--- config.mk ---
export PLATFORM = sky130hd
export DESIGN_NAME = lc4_div_seq
export DESIGN_NICKNAME = d
export VERILOG_FILES = /design/src/rtl/lc4_div_seq.sv
export SDC_FILE = /design/constraint.sdc
export NUM_CORES = 1
export LEC_CHECK = 0
export CAP_MARGIN = 20
export CORE_AREA = 5 5 88 90
export CTS_CLUSTER_DIAMETER = 30
export DETAILED_ROUTE_END_ITERATION = 8
export DIE_AREA = 0 0 93 95
export GPL_ROUTABILITY_DRIVEN = 0
export MAX_ROUTING_LAYER = met4
export PLACE_DENSITY = 0.73
export SETUP_SLACK_MARGIN = 0.1
export SKIP_CTS_REPAIR_TIMING = 1
export SLEW_MARGIN = 5
export SYNTH_ARGS = -nofsm -noshare
export SYNTH_HDL_FRONTEND = slang
export SYNTH_SLANG_ARGS = --single-unit
--- constraint.sdc ---
create_clock -name clk -period 3.65 [get_ports clk]
set_input_delay 0.73 -clock clk [delete_from_list [all_inputs] [get_ports clk]]
set_output_delay 0.73 -clock clk [all_outputs]
set_load 0.05 [all_outputs]
--- src/rtl/lc4_div_seq.sv ---
// LC4 DIV/MOD sequencer: restoring divide, one quotient bit per clock on a shared cla16.
// Optional LC4_DIV_ZERO_FAST_EN: divisor==0 skips BUSY and completes right after accept.

module cla16 (
  input  logic [15:0] a_i,
  input  logic [15:0] b_i,
  input  logic        cin_i,
  output logic [15:0] sum_o
);

  logic [15:0] g;
  logic [15:0] p;
  logic [15:0] c;
  logic [3:0]  gg;
  logic [3:0]  gp;
  logic [4:0]  gc;

  assign g = a_i & b_i;
  assign p = a_i ^ b_i;

  always_comb begin
    gg = '0;
    gp = '0;
    gc = '0;
    c  = '0;
    for (int k = 0; k < 4; k++) begin
      gg[k] = g[4*k+3]
            | (p[4*k+3] & g[4*k+2])
            | (p[4*k+3] & p[4*k+2] & g[4*k+1])
            | (p[4*k+3] & p[4*k+2] & p[4*k+1] & g[4*k]);
      gp[k] = &p[4*k +: 4];
    end
    gc[0] = cin_i;
    for (int k = 0; k < 4; k++)
      gc[k+1] = gg[k] | (gp[k] & gc[k]);
    for (int k = 0; k < 4; k++) begin
      c[4*k] = gc[k];
      for (int i = 0; i < 3; i++)
        c[4*k+i+1] = g[4*k+i] | (p[4*k+i] & c[4*k+i]);
    end
  end

  assign sum_o = p ^ c;

endmodule

module lc4_div_seq #(
  parameter int DATA_W = 16,
  parameter int CNT_W  = 5
) (
  input  logic              clk,
  input  logic              rst_n,
  input  logic              in_valid,
  output logic              in_ready,
  input  logic [DATA_W-1:0] dividend,
  input  logic [DATA_W-1:0] divisor,
  output logic              out_valid,
  input  logic              out_ready,
  output logic [DATA_W-1:0] quotient,
  output logic [DATA_W-1:0] remainder
);

  typedef enum logic [1:0] {
    IDLE = 2'd0,
    BUSY = 2'd1,
    DONE = 2'd2
  } state_t;

  state_t            state_q, state_d;
  logic [CNT_W-1:0]  cnt_q, cnt_d;
  logic [DATA_W-1:0] q_q, q_d;
  logic [DATA_W-1:0] d_q, d_d;
  logic [DATA_W:0]   r_q, r_d;

  logic [DATA_W:0]   rs;
  logic [DATA_W-1:0] s;
  logic [DATA_W-1:0] nd;
  logic              cout;
  logic              ge;

  assign rs = {r_q[DATA_W-1:0], q_q[DATA_W-1]};
  assign nd = ~d_q;

  cla16 u_cla (
    .a_i   (rs[DATA_W-1:0]),
    .b_i   (nd),
    .cin_i (1'b1),
    .sum_o (s)
  );

  // Carry out of bit 15 rebuilt from the sum bit, since cla16 does not export it.
  assign cout = (rs[DATA_W-1] & nd[DATA_W-1])
              | ((rs[DATA_W-1] ^ nd[DATA_W-1]) & ~s[DATA_W-1]);
  assign ge   = rs[DATA_W] | cout;

  always_comb begin
    state_d = state_q;
    cnt_d   = cnt_q;
    q_d     = q_q;
    d_d     = d_q;
    r_d     = r_q;
    unique case (state_q)
      IDLE: begin
        if (in_valid) begin
          q_d     = dividend;
          d_d     = divisor;
          r_d     = '0;
          cnt_d   = CNT_W'(DATA_W);
          state_d = BUSY;
`ifdef LC4_DIV_ZERO_FAST_EN
          if (divisor == '0) begin
            q_d     = '0;
            cnt_d   = '0;
            state_d = DONE;
          end
`else
`endif
        end
      end
      BUSY: begin
        r_d   = ge ? {1'b0, s} : rs;
        q_d   = {q_q[DATA_W-2:0], ge};
        cnt_d = cnt_q - CNT_W'(1);
        if (cnt_q == CNT_W'(1)) begin
          state_d = DONE;
          // LC4 defines x/0 as 0 remainder 0
          if (d_q == '0) begin
            q_d = '0;
            r_d = '0;
          end
        end
      end
      DONE: begin
        if (out_ready) state_d = IDLE;
      end
      default: state_d = IDLE;
    endcase
  end

  always_ff @(posedge clk or negedge rst_n) begin
    if (!rst_n) begin
      state_q <= IDLE;
      cnt_q   <= '0;
      q_q     <= '0;
      d_q     <= '0;
      r_q     <= '0;
    end else begin
      state_q <= state_d;
      cnt_q   <= cnt_d;
      q_q     <= q_d;
      d_q     <= d_d;
      r_q     <= r_d;
    end
  end

  assign in_ready  = (state_q == IDLE);
  assign out_valid = (state_q == DONE);
  assign quotient  = q_q;
  assign remainder = r_q[DATA_W-1:0];

endmodule

== Word-level counts from Yosys, hierarchy flattened ==
Cells that the tools add are included.
Word-level totals
  flip-flop bits (word level): 55
  output and inout port bits: 34
Cells by class
  add/sub/neg operators: 1
  eq/ne operators: 6
  multiplexer cells: 15
  bitwise logic cells: 62
  reductions and logical operators: 9
Operator list (number)
  two-way mux 16 bit: 7
  case mux 16 bit (2 select lines): 2
  bitwise XOR 16 bit: 2
  AND 1 bit: 30
  bitwise OR 1 bit: 26
  zero test 16 bit: 1
  NOT 16 bit: 1
  AND 15 bit: 1
  AND reduction 4 bit: 3
  case mux 5 bit (2 select lines): 1
  two-way mux 2 bit: 3
  case mux 2 bit (3 select lines): 1
  equality test 5 x 1 -> 1 bit (second input constant): 1
  two-way mux 5 bit: 1
  subtractor 5 x 1 -> 5 bit (second input constant): 1
  != test 2 bit (second input constant): 2
  AND reduction 2 bit: 2
  AND reduction 3 bit: 1
  equality test 2 x 1 -> 1 bit (second input constant): 1
  equality test 2 bit (second input constant): 1
  zero test 2 bit: 1
  != test 2 x 1 -> 1 bit (second input constant): 1
  nonzero test 2 bit: 1
  NOT 1 bit: 1
  bitwise XOR 1 bit: 1

== Depth between registers and ports, before layout ==
Gate-level depths: netlist of the first run.
  depth after elaboration: 26
  mapped depth: 16
  depth with buffers taken out: 15

== Modules after synthesis ==
A second synthesis of the first run with hierarchy kept.
Unflattened totals
  cell total of the unflattened synthesis: 296
  area total of the unflattened synthesis: 3240.6 um2
Modules (own cells, without submodules)
  lc4_div_seq: times used 1, cells an instance 234, area an instance 2636.3 um2, sequential area each 1376.3 um2
  cla16: times used 1, cells an instance 62, area an instance 604.3 um2, sequential area each 0.0 um2

== Worst setup path after synthesis of the first run ==
No wires, ideal clock.
  kind: reg2reg
  start: reg q_q[15] (netlist: quotient[15])
  end: reg r_q[12]
  library setup time: 0.127 ns
  arrival: 3.828 ns
  required time: 3.523 ns
  setup slack: -0.305 ns
  cell stages (with the launch flop): 16
  buffers on the path: 1
  clock period less this slack: 3.955 ns
  cell sequence: dfrtp_1 -> inv_1 -> ha_1 -> o21ai_0 -> a221oi_1 -> nor4_1 -> nor2_1 -> fa_1 -> fa_1 -> fa_1 -> inv_1 -> fa_1 -> nor2b_1 -> buf_1 -> mux2i_1 -> o21ai_0
Between the ends
  cells in the longest elaborated chain, start to end: 23
  elaborated cells on any way between the ends: 25
  classes of those cells: mux (4); bitwise (20); reduce/logical (1)
RTL lines
  start, declared: RTL line 71  | logic [DATA_W-1:0] q_q, q_d;
  start signal, assigned: RTL line 150  | q_q <= q_d;
  AND 15 bit: RTL line 18  | assign g = a_i & b_i;
  AND 1 bit: RTL line 30  | | (p[4*k+3] & p[4*k+2] & p[4*k+1] & g[4*k]);
  bitwise OR 1 bit: RTL line 30
  bitwise OR 1 bit *: RTL line 35  | gc[k+1] = gg[k] | (gp[k] & gc[k]);
  AND 1 bit *: RTL line 35
  bitwise OR 1 bit *: RTL line 35
  AND 1 bit *: RTL line 35
  bitwise OR 1 bit *: RTL line 35
  [... 7 more ...]
  NOT 1 bit: RTL line 93  | | ((rs[DATA_W-1] ^ nd[DATA_W-1]) & ~s[DATA_W-1]);
  AND 1 bit: RTL line 93
  bitwise OR 1 bit: RTL line 93
  bitwise OR 1 bit: RTL line 94  | assign ge = rs[DATA_W] | cout;
  two-way mux 16 bit *: RTL line 121  | r_d = ge ? {1'b0, s} : rs;
  two-way mux 16 bit: RTL line 127  | if (d_q == '0) begin
  two-way mux 16 bit *: RTL line 124  | if (cnt_q == CNT_W'(1)) begin
  case mux 16 bit (2 select lines) *: RTL line 102  | unique case (state_q)
  end signal, assigned: RTL line 152  | r_q <= r_d;
  end, declared: RTL line 73  | logic [DATA_W:0] r_q, r_d;
Mark *: on every way between the ends. The rest lies on a longest branch, timed or not.
A chain may end at the register's enable or synchronous reset.

== Final worst setup path of the first run ==
  start: reg r_q[1]
  end: reg r_q[6]
Between the ends
  cells in the longest elaborated chain, start to end: 25
  elaborated cells on any way between the ends: 35
  classes of those cells: mux (4); bitwise (30); reduce/logical (1)
RTL lines
  AND 15 bit or bitwise XOR 16 bit (tied branches): RTL line 18, 19
  AND 1 bit, on equally long branches: RTL line 28, 29, 30
  bitwise OR 1 bit, or another cell as far along: RTL line 28  | | (p[4*k+3] & g[4*k+2])
  bitwise OR 1 bit or AND 1 bit (tied branches): RTL line 29, 30
  bitwise OR 1 bit: RTL line 30
  bitwise OR 1 bit *: RTL line 35
  AND 1 bit: RTL line 35
  bitwise OR 1 bit: RTL line 35
  [... 9 more ...]
  NOT 1 bit: RTL line 93
  AND 1 bit: RTL line 93
  bitwise OR 1 bit: RTL line 93
  bitwise OR 1 bit: RTL line 94
  two-way mux 16 bit *: RTL line 121
  two-way mux 16 bit: RTL line 127
  two-way mux 16 bit *: RTL line 124
  case mux 16 bit (2 select lines) *: RTL line 102
Marked as above.

==> summary.md, run 1 <==
The global-route wire length before repair was 12.1 mm. The share of synthesized area occupied by flip-flops and latches came out at 0.447. Max-cap violations in this run came to 0. The biggest area contributor in the post-synthesis netlist is sky130_fd_sc_hd__dfrtp_1. The pre-antenna-repair detailed-routing pass consisted of 4 iterations. The number of placement rows came out at 31.

In this run the count of I/O pins placed on the die edge is 70. For the worst max-slew margin expressed relative to the limit, the log shows 0.312. After floorplanning, the core was sized to cover 6980 sq um. The run gives 2 as the level count of the clock H-tree. The logs give 0 for the max-slew violation count and 0 for the number of remaining DRC errors. Cell count of the worst reg-to-reg path: 14. The final worst hold slack came out at 329 ps. Maximum clock insertion buffer count: 2. The area share of the largest cell type after synthesis works out to 0.447. The total length of routed wires was 7.72 mm. The CTS root buffer was sky130_fd_sc_hd__clkbuf_8. Along the worst path, the maximum fanout reaches 10. The critical path goes through ha_1, nor3_4, a221oi_2, nor4_2, nor2_1, fa_2, fa_2, fa_2, inv_2, fa_2, nor2b_4, clkbuf_16, mux2i_1, o21ai_0.

In this design, the stage delay of the slowest critical-path cell is 410 ps. The logs give 0.271 GHz for the maximum clock rate and 440 for the cell count after placement. Global routing finished with a remaining overflow of 0. The starting utilization of the core area is 0.441, and the clock slew seen by the registers of the worst setup and hold paths is 100 ps.

The checks that failed: negative setup slack. In this run, synthesis produced a sequential element count of 55. Yosys mapped the design onto 40 distinct sky130hd cell types. Setup repair after global routing could not meet its margin everywhere.

The die is 95 um tall. The worst path in the final design needs a cycle of 3690 ps, including I/O delays and setup. The number of warnings reported in the yosys synthesis log is 0, and the mean instance size in the synthesized netlist is 10.6 sq um. The repair_antennas step left the layout with diodes totalling 0. Post-route non-filler standard cell count: 457. TritonCTS built the clock tree.

At the worst endpoint, the required time is 3830 ps. In the post-synthesis netlist, the biggest area contributors are sky130_fd_sc_hd__dfrtp_1 45%, sky130_fd_sc_hd__mux2i_1 8.5%, sky130_fd_sc_hd__fa_1 7.8%. Using the TritonRoute via totals, the vias-per-cell ratio works out to 5.45. Buffers plus inverters on the worst setup path: 2.

The run gives 5.23 mm as the final HPWL from detailed placement. At the placement stage, the worst setup path has a slack of -2.39 ps. The critical path crosses 14 cells after its start point. The post-layout net count came out at 437. The worst setup path is captured at a flip-flop.

The run gives 8840 sq um as the die outline area. The count of buffers inserted at the top-level ports is 69. For this block, the initial DRC count from the detailed router was 67. The critical setup path kind was reg2reg. Across the whole layout, storage elements account for 1380 sq um. The total clock buffers created by CTS came out at 5. The tools report the maximum number of pins on one net before global-route repair as 44. The mapped cell area came out at 3080 sq um.

The clock reaches the later pin of the worst-skew pair after 320 ps. The filler cell count in the final layout was 593. For this block, the via count after detailed routing is 2489. The setup total negative slack is -60.4 ps. STA classifies the critical path startpoint as a flip-flop. Worst min-delay path category: in2async. The die is 93 um wide. The tree built by TritonCTS fans out to 55 sinks. Synthesis handed over a netlist of 291 instances. The number of nets in the synthesized netlist is 354.

The family of cells with the greatest summed delay on the critical path is adder cells. The combined area of the multi-input logic cells is 1650 sq um, and the initial antenna violation count is 0. For the via count of the first global-routing pass, the log shows 2505. After detailed routing, the average wire length per cell comes to 16.9 um. The area growth from synthesis to final layout was 36.5%. The largest individual stage delay along the critical path comes from the cell sky130_fd_sc_hd__dfrtp_2. The tools report the worst setup margin as -41.2 ps. The fraction of layout cells with a size suffix above 1 is 0.165, and the aggregate global-route resource usage is 0.178. The slew at the pin with the worst max-slew slack was 1030 ps; the final clock skew was 9.81 ps. The run finished, with violations left. Once detail routing completed, the nets flagged for antenna violations numbered 0. Number of hold violations in the final report: 0. The critical path's most frequent cell is sky130_fd_sc_hd__fa_2. The share of the clock period used by the worst path was 1.01; the data arrival time of the worst path was 3870 ps. Setup violations remaining at the end of the flow were counted as 2.
per-layer routing:
metal / track usage / routed length, um / up-vias
met4: 0.0562 / 148 / 0
met3: 0.0398 / 411 / 14
met2: 0.281 / 3740 / 79
li1: - / - / 1179
met1: 0.230 / 3420 / 1217
met5: - / 0 / -
cells in the mapped netlist:
library cell                 n
sky130_fd_sc_hd__nand2b_1    1
sky130_fd_sc_hd__nor4_1      5
sky130_fd_sc_hd__o21ai_4     1
sky130_fd_sc_hd__nor2b_2     1
sky130_fd_sc_hd__nand3_2     1
sky130_fd_sc_hd__nand4_1     1
sky130_fd_sc_hd__o21a_4      1
sky130_fd_sc_hd__a21oi_1    10
sky130_fd_sc_hd__o21ai_0    37
sky130_fd_sc_hd__o211ai_1    1
sky130_fd_sc_hd__nor3b_2     1
sky130_fd_sc_hd__xnor2_1     3
sky130_fd_sc_hd__a22oi_1     2
sky130_fd_sc_hd__nor2b_1     2
sky130_fd_sc_hd__nor2_1      8
sky130_fd_sc_hd__mux2i_1    26
sky130_fd_sc_hd__o22ai_1     1
sky130_fd_sc_hd__a41oi_1     1
sky130_fd_sc_hd__or4_1       1
sky130_fd_sc_hd__buf_1       1
sky130_fd_sc_hd__or2_2       2
sky130_fd_sc_hd__clkbuf_1    3
sky130_fd_sc_hd__nand2_1    40
sky130_fd_sc_hd__nand3_1     4
sky130_fd_sc_hd__buf_2       3
sky130_fd_sc_hd__nor3b_1     1
sky130_fd_sc_hd__ha_1       15
sky130_fd_sc_hd__nor4b_4     1
sky130_fd_sc_hd__a221oi_1    1
sky130_fd_sc_hd__buf_6       2
sky130_fd_sc_hd__o2bb2ai_1  15
sky130_fd_sc_hd__nor2_4      1
sky130_fd_sc_hd__o21ai_1     1
sky130_fd_sc_hd__fa_1       12
sky130_fd_sc_hd__a22o_1      1
sky130_fd_sc_hd__inv_1      23
sky130_fd_sc_hd__nor4b_1     1
sky130_fd_sc_hd__nor3_1      2
sky130_fd_sc_hd__buf_4       3
sky130_fd_sc_hd__dfrtp_1    55
cell type report:
class                           count  share of cell area
Multi-Input combinational cell    201               0.392
Clock buffer                        5              0.0164
Tap cell                           82              0.0244
Inverter                           23              0.0205
Clock inverter                      3             0.00595
Timing Repair Buffer               88               0.211
Sequential cell                    55               0.329
registers in the layout, indices dropped and copies added, names as in the netlist:
register  flops
cnt_q         5
d_q          16
quotient     16
r_q          16
state_q       2
layout by cell type (no fill, tap or decap), drive strengths merged, types with 5 or more instances in the layout:
| cell type | netlist | layout |
|---|---|---|
| inv | 23 | 23 |
| nor2 | 9 | 9 |
| o21ai | 39 | 39 |
| mux2i | 26 | 26 |
| nand3 | 5 | 5 |
| clkbuf | 3 | 7 |
| a21oi | 10 | 10 |
| o2bb2ai | 15 | 15 |
| ha | 15 | 15 |
| dfrtp | 55 | 55 |
| fa | 12 | 12 |
| buf | 9 | 18 |
| nor4 | 5 | 5 |
| nand2 | 40 | 40 |
| clkdlybuf4s50 | 0 | 68 |
through the flow:
step	util	cell area, sq um
floorplan	-	3110
global placement	0.559	3910
detailed placement	0.559	3910
CTS	0.573	4000
global route	0.602	4200
finish	0.602	4200
path summary, 6_finish.rpt:
check	from	to	slack, ps
worst max register to register	r_q[1]$_DFFE_PN0P_	r_q[6]$_DFFE_PN0P_	-40
worst min register to register	quotient[9]$_DFFE_PN0P_	quotient[10]$_DFFE_PN0P_	520
worst min-delay path	rst_n	d_q[5]$_DFFE_PN0P_	330
min in group clk	quotient[9]$_DFFE_PN0P_	quotient[10]$_DFFE_PN0P_	520
max in group asynchronous	rst_n	r_q[13]$_DFFE_PN0P_	2590
worst max-delay path	r_q[1]$_DFFE_PN0P_	r_q[6]$_DFFE_PN0P_	-40
cells by family after synthesis:
family | share of synthesized area
flip-flops | 0.447
multiplexers | 0.0845
buffers and inverters | 0.0524
adder cells (fa/ha/maj) | 0.139
XOR/XNOR | 0.00853
AND/OR/NAND/NOR | 0.120
AO/OA/AOI/OAI | 0.149
Power of run 1 is not shown: default switching activity piles up to over one toggle a cycle in this logic, so the estimate is an artifact.
==> inputs of run 2 (changes only) <==
--- a/config.mk
+++ b/config.mk
@@ -6,10 +6,10 @@
 export NUM_CORES = 1
 export LEC_CHECK = 0
 export CAP_MARGIN = 20
-export CORE_AREA = 5 5 88 90
+export CORE_AREA = 2 2 85 87
 export CTS_CLUSTER_DIAMETER = 30
 export DETAILED_ROUTE_END_ITERATION = 8
-export DIE_AREA = 0 0 93 95
+export DIE_AREA = 0 0 87 89
 export GPL_ROUTABILITY_DRIVEN = 0
 export MAX_ROUTING_LAYER = met4
 export PLACE_DENSITY = 0.73
==> summary.md, run 2 (same netlist as run 1, synthesis figures left out) <==
The tools report the footprint of the flip-flops and latches as 1380 sq um. The final reports fail on negative setup slack. The floorplan has 30 rows.

The run gives 70 as the number of top-level design ports. Critical path startpoint category: a flip-flop. The tools report the number of hold violations in the final report as 0.

The die is 89 um tall. In this run the worst hold path is classified as reg2reg. TritonCTS built the clock tree. The placeable core region came out at 6720 sq um. After detailed routing, the average wire length per cell comes to 16.7 um. The run gives 0 as the number of remaining DRC errors. The filler cells instantiated in the layout total 514. Leaving out fill and tap cells, the most frequent cell in the layout is sky130_fd_sc_hd__clkdlybuf4s50_1. After legalization and detailed placement, the total HPWL measured 5.10 mm. Entering global routing, the biggest net connects 43 pins.

The overall die width was 87 um; the max-slew violation count was 0. The via count was 2537; the area growth from synthesis to final layout was 37.5%. The pre-antenna-repair detailed-routing pass consisted of 4 iterations.

The setup path with the least slack is of type reg2reg. The detailed-route wire length on metal 1 was 3.32 mm; the worst setup margin was -24.0 ps. For the overall overflow remaining after global route, the log shows 0. The final layout contains 443 nets. No sink is reached through more buffers than the 2 on the longest clock path. The via count of the first global-routing pass came out at 2416. The run finished, with violations left. CTS built an H-tree with a depth of 2. STA classifies the critical path endpoint as a flip-flop. The minimum clock period was 3670 ps. The required time at the endpoint of the critical path came out at 3830 ps.

Worst setup slack after placement: -13.5 ps. The tool flagged a number of max-cap violations equal to 0. Across the routed clock network, the largest skew measured is 5.87 ps.

Detailed routing placed a total of 3.92 mm of wire on met2. The total inserted antenna cells came out at 0. Hold is met by 521 ps. Share of the clock period used by the worst path: 1.01. For the starting DRC count in detailed routing, the log shows 122. The maximum clock rate came out at 0.272 GHz.

The run gives 399 um as the amount of wire on met3 after detailed routing. In the layout the commonest cells are 68 x sky130_fd_sc_hd__clkdlybuf4s50_1, 49 x sky130_fd_sc_hd__dfrtp_1, 40 x sky130_fd_sc_hd__nand2_1. Port buffering added 69 buffers. For the data arrival time of the worst path, the log shows 3860 ps. Using the TritonRoute via totals, the vias-per-cell ratio works out to 5.50. Fraction of layout cells with a size suffix above 1: 0.192. The clock slew seen by the registers of the worst setup and hold paths is 100 ps. Starting utilization of the core area: 0.458. Clock tree synthesis inserted a total of 5 buffers. The tools report the worst max-slew margin expressed relative to the limit as 0.349. Signal routing reaches up to met4. Summing all multi-input logic gate instances after layout gives 1650 sq um. Setup violations remaining at the end of the flow were counted as 5. Clock latency on the worst-skew pair, taken at its later pin, is 300 ps. For the pin with the worst max-slew slack, the measured transition is 977 ps. The logs give 0.198 for the aggregate global-route resource usage and 7.69 mm for the total length of routed wires. The detail route stage leaves a number of antenna-violating nets equal to 0. The run gives 55 as the clock sink count.

The initial antenna violation count is 0. The die covers 7740 sq um. The global-route wire length before repair is 11.7 mm. Setup repair after global routing could not meet its margin everywhere. In this run the clock root is driven by a sky130_fd_sc_hd__clkbuf_8.

Of all nets on the critical path, the largest fanout is 5.
-- run 2: cell count changes in the layout (fill, tap and decap cells not counted), moves of 2 or more --
cell	change
sky130_fd_sc_hd__ha_2	+2
sky130_fd_sc_hd__buf_4	+6
sky130_fd_sc_hd__ha_1	-2
sky130_fd_sc_hd__o21ai_1	+2
sky130_fd_sc_hd__o21ai_0	-2
sky130_fd_sc_hd__clkinv_4	-2
-- run 2: per-layer routing --
layer,vias to the layer above,GRT usage
met2,89,0.323
met4,0,0.0341
met1,1250,0.265
met5,-,-
met3,4,0.0351
li1,1194,-
-- run 2: final timing paths --
kind	slack, ps	start	to	cells after the start
max in group asynchronous	2320	rst_n	quotient[14]$_DFFE_PN0P_	2
setup / recovery	-20	quotient[15]$_DFFE_PN0P_	r_q[5]$_DFFE_PN0P_	15
hold reg to reg	520	quotient[7]$_DFFE_PN0P_	quotient[8]$_DFFE_PN0P_	1
min in group asynchronous	580	rst_n	d_q[5]$_DFFE_PN0P_	1
hold / removal	520	quotient[7]$_DFFE_PN0P_	quotient[8]$_DFFE_PN0P_	1
setup reg to reg	-20	quotient[15]$_DFFE_PN0P_	r_q[5]$_DFFE_PN0P_	15
-- run 2: critical path, cell delays in order, from the launching register on --
cell,delay [ps]
sky130_fd_sc_hd__dfrtp_2,450
sky130_fd_sc_hd__inv_2,100
sky130_fd_sc_hd__ha_4,220
sky130_fd_sc_hd__o21ai_4,180
sky130_fd_sc_hd__a221oi_2,120
sky130_fd_sc_hd__nor4_1,320
sky130_fd_sc_hd__nor2_1,110
sky130_fd_sc_hd__fa_2,350
sky130_fd_sc_hd__fa_2,360
sky130_fd_sc_hd__fa_2,350
sky130_fd_sc_hd__inv_2,60
sky130_fd_sc_hd__fa_2,180
sky130_fd_sc_hd__nor2b_4,280
sky130_fd_sc_hd__clkbuf_16,210
sky130_fd_sc_hd__mux2i_1,200
sky130_fd_sc_hd__o21ai_1,70
-- run 2: stage by stage --
step / std cells / util / TNS (ps) / area, sq um
2_1_floorplan: 291 / - / 0 / 3110
3_3_place_gp: 439 / 0.582 / 0 / 3910
3_5_place_dp: 439 / 0.582 / -13.5 / 3910
4_1_cts: 447 / 0.595 / -184 / 4000
5_1_grt: 461 / 0.630 / -1830 / 4240
6_report: 461 / 0.630 / -83.8 / 4240
-- run 2: layout make-up --
| cell class | instances | share of cell area |
|---|---|---|
| Clock buffer | 5 | 0.0162 |
| Clock inverter | 3 | 0.00473 |
| Inverter | 23 | 0.0204 |
| Multi-Input combinational cell | 201 | 0.390 |
| Sequential cell | 55 | 0.327 |
| Tap cell | 80 | 0.0236 |
| Timing Repair Buffer | 94 | 0.218 |
Power of run 2 is left out for the same reason.
